--- src/rtl/retire_sched_if.sv ---
// Retire bus between the ROB head and the retirement scheduler.
// The ROB drives the head lanes; the scheduler returns the commit prefix.
interface retire_sched_if #(
  parameter int WIDTH = 3
);
  localparam int CW = $clog2(WIDTH + 1);

  logic [WIDTH-1:0] head_valid;
  logic [WIDTH-1:0] head_done;
  logic [WIDTH-1:0] head_store;
  logic [WIDTH-1:0] head_mispred;
  logic [WIDTH-1:0] head_halt;
  logic [WIDTH-1:0] sq_avail;
  logic [WIDTH-1:0] retire_valid;
  logic [CW-1:0]    retire_count;

  modport master (
    output head_valid,
    output head_done,
    output head_store,
    output head_mispred,
    output head_halt,
    output sq_avail,
    input  retire_valid,
    input  retire_count
  );

  modport slave (
    input  head_valid,
    input  head_done,
    input  head_store,
    input  head_mispred,
    input  head_halt,
    input  sq_avail,
    output retire_valid,
    output retire_count
  );
endinterface

--- src/rtl/retire_sched.sv ---
// In-order retirement scheduler: commit prefix selection, flush and
// recovery sequencing, halt tracking and retired-instruction counting.
module retire_sched #(
  parameter int WIDTH          = 3,
  parameter int RECOVER_CYCLES = 2,
  parameter int CNT_W          = 32
) (
  input  logic             clock,
  input  logic             reset,
  retire_sched_if.slave    retire,
  output logic             flush,
  output logic             recovering,
  output logic             halted,
  output logic [CNT_W-1:0] instret
);
  localparam int CW = $clog2(WIDTH + 1);
  localparam int RW = $clog2(RECOVER_CYCLES + 1);

  typedef enum logic [1:0] {
    RUN,
    RECOVER,
    HALT
  } state_t;

  state_t           state_q;
  state_t           state_d;
  logic [RW-1:0]    rcnt_q;
  logic [RW-1:0]    rcnt_d;
  logic             flush_q;
  logic             flush_d;
  logic [CNT_W-1:0] instret_q;

  logic [WIDTH-1:0] sq_run;
  logic [WIDTH-1:0] rv;
  logic [CW-1:0]    cnt;
  logic             mis_hit;
  logic             halt_hit;

  // Only the lowest contiguous run of sq_avail ones grants store slots.
  always_comb begin
    sq_run    = '0;
    sq_run[0] = retire.sq_avail[0];
    for (int k = 1; k < WIDTH; k++)
      sq_run[k] = sq_run[k-1] & retire.sq_avail[k];
  end

  always_comb begin
    logic go;
    logic ok;
    logic sq_ok;
    int   st;
    rv  = '0;
    cnt = '0;
    go  = 1'b1;
    st  = 0;
    for (int i = 0; i < WIDTH; i++) begin
      sq_ok = 1'b0;
      for (int k = 0; k < WIDTH; k++)
        if (k == st) sq_ok = sq_run[k];
      ok = go & retire.head_valid[i] & retire.head_done[i];
      if (retire.head_store[i]) ok = ok & sq_ok;
      if (ok) begin
        rv[i] = 1'b1;
        if (retire.head_store[i]) st = st + 1;
        if (retire.head_mispred[i] | retire.head_halt[i]) go = 1'b0;
      end else begin
        go = 1'b0;
      end
    end
    if (state_q != RUN || reset) rv = '0;
    for (int i = 0; i < WIDTH; i++)
      cnt = cnt + CW'(rv[i]);
  end

  assign mis_hit  = |(rv & retire.head_mispred);
  assign halt_hit = |(rv & retire.head_halt);

  always_comb begin
    state_d = state_q;
    rcnt_d  = rcnt_q;
    flush_d = 1'b0;
    unique case (state_q)
      RUN: begin
        if (halt_hit) begin
          state_d = HALT;
          flush_d = 1'b1;
        end else if (mis_hit) begin
          state_d = RECOVER;
          flush_d = 1'b1;
          rcnt_d  = RW'(RECOVER_CYCLES);
        end
      end
      RECOVER: begin
        rcnt_d = rcnt_q - RW'(1);
        if (rcnt_q <= RW'(1)) state_d = RUN;
      end
      HALT: state_d = HALT;
      default: state_d = RUN;
    endcase
  end

  always_ff @(posedge clock) begin
    if (reset) begin
      state_q   <= RUN;
      rcnt_q    <= '0;
      flush_q   <= 1'b0;
      instret_q <= '0;
    end else begin
      state_q   <= state_d;
      rcnt_q    <= rcnt_d;
      flush_q   <= flush_d;
      instret_q <= instret_q + CNT_W'(cnt);
    end
  end

  assign retire.retire_valid = rv;
  assign retire.retire_count = cnt;
  assign flush      = flush_q;
  assign recovering = (state_q == RECOVER);
  assign halted     = (state_q == HALT);
  assign instret    = instret_q;
endmodule

--- src/flat_wrapper.sv ---
// flat-port wrapper written by rule: the top's interface ports become plain ports
module retire_sched_flat 
#(
  parameter int WIDTH          = 3,
  parameter int RECOVER_CYCLES = 2,
  parameter int CNT_W          = 32
)
  (clock, reset, flush, recovering, halted, instret, retire_head_valid, retire_head_done, retire_head_store, retire_head_mispred, retire_head_halt, retire_sq_avail, retire_retire_valid, retire_retire_count);
  retire_sched_if #(.WIDTH(WIDTH)) retire_i ();
  input  logic clock;
  input  logic reset;
  output logic flush;
  output logic recovering;
  output logic halted;
  output logic [CNT_W-1:0] instret;
  input wire logic [$bits(retire_i.head_valid)-1:0] retire_head_valid;
  input wire logic [$bits(retire_i.head_done)-1:0] retire_head_done;
  input wire logic [$bits(retire_i.head_store)-1:0] retire_head_store;
  input wire logic [$bits(retire_i.head_mispred)-1:0] retire_head_mispred;
  input wire logic [$bits(retire_i.head_halt)-1:0] retire_head_halt;
  input wire logic [$bits(retire_i.sq_avail)-1:0] retire_sq_avail;
  output wire logic [$bits(retire_i.retire_valid)-1:0] retire_retire_valid;
  output wire logic [$bits(retire_i.retire_count)-1:0] retire_retire_count;
  assign retire_i.head_valid = retire_head_valid;
  assign retire_i.head_done = retire_head_done;
  assign retire_i.head_store = retire_head_store;
  assign retire_i.head_mispred = retire_head_mispred;
  assign retire_i.head_halt = retire_head_halt;
  assign retire_i.sq_avail = retire_sq_avail;
  assign retire_retire_valid = retire_i.retire_valid;
  assign retire_retire_count = retire_i.retire_count;
  retire_sched #(.WIDTH(WIDTH), .RECOVER_CYCLES(RECOVER_CYCLES), .CNT_W(CNT_W)) u_core (.clock(clock), .reset(reset), .retire(retire_i), .flush(flush), .recovering(recovering), .halted(halted), .instret(instret));
endmodule
--- config.mk ---
export PLATFORM = sky130hd
export DESIGN_NAME = retire_sched_flat
export DESIGN_NICKNAME = d
export VERILOG_FILES = /design/src/rtl/retire_sched_if.sv /design/src/rtl/retire_sched.sv /design/src/flat_wrapper.sv
export SDC_FILE = /design/constraint.sdc
export NUM_CORES = 1
export LEC_CHECK = 0
export CAP_MARGIN = 20
export CELL_PAD_IN_SITES_DETAIL_PLACEMENT = 0
export CELL_PAD_IN_SITES_GLOBAL_PLACEMENT = 1
export CORE_MARGIN = 2
export CORE_UTILIZATION = 33
export DETAILED_ROUTE_END_ITERATION = 8
export GPL_TIMING_DRIVEN = 1
export PLACE_DENSITY_LB_ADDON = 0.12
export SKIP_LAST_GASP = 1
export SLEW_MARGIN = 5
export SYNTH_ARGS = -nofsm -noshare
export SYNTH_HDL_FRONTEND = slang
export SYNTH_SLANG_ARGS = --single-unit
--- constraint.sdc ---
create_clock -name clock -period 6.1 [get_ports clock]
set_input_delay 1.83 -clock clock [delete_from_list [all_inputs] [get_ports clock]]
set_output_delay 1.83 -clock clock [all_outputs]
set_load 0.05 [all_outputs]
==> qor.csv <==
metric,value,unit
outcome,"complete, no violations",
end_kind,output port,
worstPathRequired,4.27,ns
dr_total_vias,1709,
crit_type,input pin to output port,
final_common_cell,clkdlybuf4s50_1,
place_congestion,0.721,
clk-insertion-delay-late,0.29,ns
cts.sinks,37,
period_share,98.1,%
dp_hpwl,3330,um
drt_wl_total,4490,um
relSlewSlack,63.6,%
viasPerCell,4.77,
ys_ff_latch,37,
fin_skew,0.00780,ns
worstMarginPinSlew,0.542,ns
io_pins,60,
antenna_found_initial,0,
timing.critical_path.buf_inv,3,
avgSynthCellArea,8.47,sq um
cts_tree,done,
fmax,167,MHz
row_count,27,
grt_use_total,15.0,%
nNetsFinal,311,
ys.flop_type,dfxtp_1,
worst_slack,0.113,ns
cp_max_fo,4,
grt_max_degree,38,
drt_iter0_drc,39,
ys_types,41,
clk_path_buf_depth,2,
synth_fp_nets,246,
dp_slack,0.106,ns
crit_start,retire_head_valid[0],
start_util,34.1,%
worstPathCellList,clkdlybuf4s50_1 > and2_1 > and3_1 > ha_1 > nand2b_1 > a21oi_2 > o211ai_1 > fa_1 > inv_1 > buf_12,
dieHeight,79.2,um
cellPowerDensity,169,nW/um^2
area_delta_synth_final,45.2,%
wl_per_cell,12.5,um
synth_edf_count,0,
holdBufCountCts,0,
leakage,1.02,nW
critPathTopFamily,adder cells,
final_cells,358,
multi_input_area,1060,sq um
nFillCells,577,
setup_violations,0,
clk_pin_slew,0.07,ns
numPortBuffers,59,
grt_setup_unrepaired,no,
setup_tns,0,ns
period_needed,5.99,ns
synth-seq-area-share,39.7,%
overflow,0,
grt_pass1_vias,1632,
num_antenna_cells,0,
numCtsBuffers,5,
dr.pass1.iters,4,
cap_violations,0,
final_cell_mix,"clkdlybuf4s50_1, dfxtp_1, nor2_1, xor2_1, nand3_1",
power,456,uW
crit_path_max_incr_delay,0.47,ns
worstHoldStart,u_core.state_q[0],
die-area,6270,sq um
async_flop_share,0,%
drc,0,
grt_pass1_wl,7620,um
slowest_stage,fa_1,
maxSlewViolCount,0,
rr_startpoint,u_core.state_q[1],
synth_area,1860,sq um
cts-root-buf,clkbuf_8,
die_w,79.2,um
hold_violations,0,
worstSetupStartpointType,input pin,
worstPathArrival,4.16,ns
postRouteAntennaNets,0,
final_layout_size_suffix_gt1_share,10.5,%
synth_cells,220,
place_inst,349,
regArea,741,sq um
final_util,49.5,%
hold_path_class,flop to flop,
irDropWorstVdd,0.114,mV
core,5470,sq um
yosys_warnings,0,
htreeDepth,2,
-- sequential cells by signal (all words and copies together) (netlist names) --
name	count
u_core.rcnt_q	2
u_core.instret	32
u_core.state_q	2
u_core.flush	1
-- synthesized netlist by cell type (2+ instances only) --
cell type  number  area [sq um]
and2_1          2          12.5
o211ai_1        2          15.0
dfxtp_1        37           741
or3_1           2          12.5
nand2b_1        2          12.5
nand2_1        12          45.0
o21ai_0         4          20.0
xor2_1         20           175
nand3_1        16          80.1
and3_1          5          31.3
nor2_1         36           135
inv_1          14          52.6
fa_1            2          40.0
and4_4          2          22.5
ha_1            4          50.1
o32ai_1         2          17.5
a21oi_1         8          40.0
nor3_1          6          30.0
nor2b_1         5          31.3
xnor2_1         7          61.3
clkbuf_1        6          22.5
nand4_1         7          43.8
-- kinds of logic (layout without fill, tap and decap cells) --
logic type	after synthesis	after routing	share of synthesized area (%)
and+or+nand+nor	107	107	30.7
DFF	37	37	39.7
xor gates and xnor gates	27	27	12.7
AOI/OAI and AO/OA	23	23	8.05
buffers and inverters	20	86	4.03
adders and majority gates	6	6	4.83
-- final timing paths --
path	endpoint	slack, ns	depth (start not counted)
max	retire_retire_count[0]	0.11	10
min	u_core.state_q[1]	0.47	1
max reg2reg	u_core.instret[26]	2.26	15
min reg2reg	u_core.state_q[1]	0.47	1
-- area by class of cell --
class / count / area share (%)
Tap cell: 72 / 3.33
Sequential cell: 37 / 27.4
Multi-Input combinational cell: 163 / 39.1
Timing Repair Buffer: 64 / 25.1
Clock buffer: 5 / 2.54
Clock inverter: 3 / 0.647
Inverter: 14 / 1.94
-- report_power, final --
part / internal (mW) / leakage (nW) / switching [mW]
combinational: 0.0210 / 0.678 / 0.0215
clock: 0.0789 / 0.0439 / 0.0909
sequential: 0.243 / 0.298 / 0.000893
total: 0.343 / 1.02 / 0.113
-- per-stage QoR --
step	hold slack [ns]	cell area, sq um
6_report	0.473	2710
5_1_grt	0.514	2710
4_1_cts	0.480	2690
3_5_place_dp	0.468	2600
3_3_place_gp	0.464	2600
2_1_floorplan	0.432	1870
-- metal layers --
metal / GRT usage, % / wire (um) / vias to the layer above
li1: - / - / 875
met1: 20.3 / 2150 / 788
met2: 24.0 / 2080 / 41
met3: 3.98 / 219 / 5
met4: 3.62 / 40 / 0
met5: 0 / 0 / -
-- repair_timing --
action | in CTS | in global routing
endpoints found under the hold margin | 0 | 0
setup endpoints to repair | 0 | 2
buffers inserted | 0 | 1
resized for setup | 0 | 2
No activity file was read; power rests on OpenSTA's default activity.
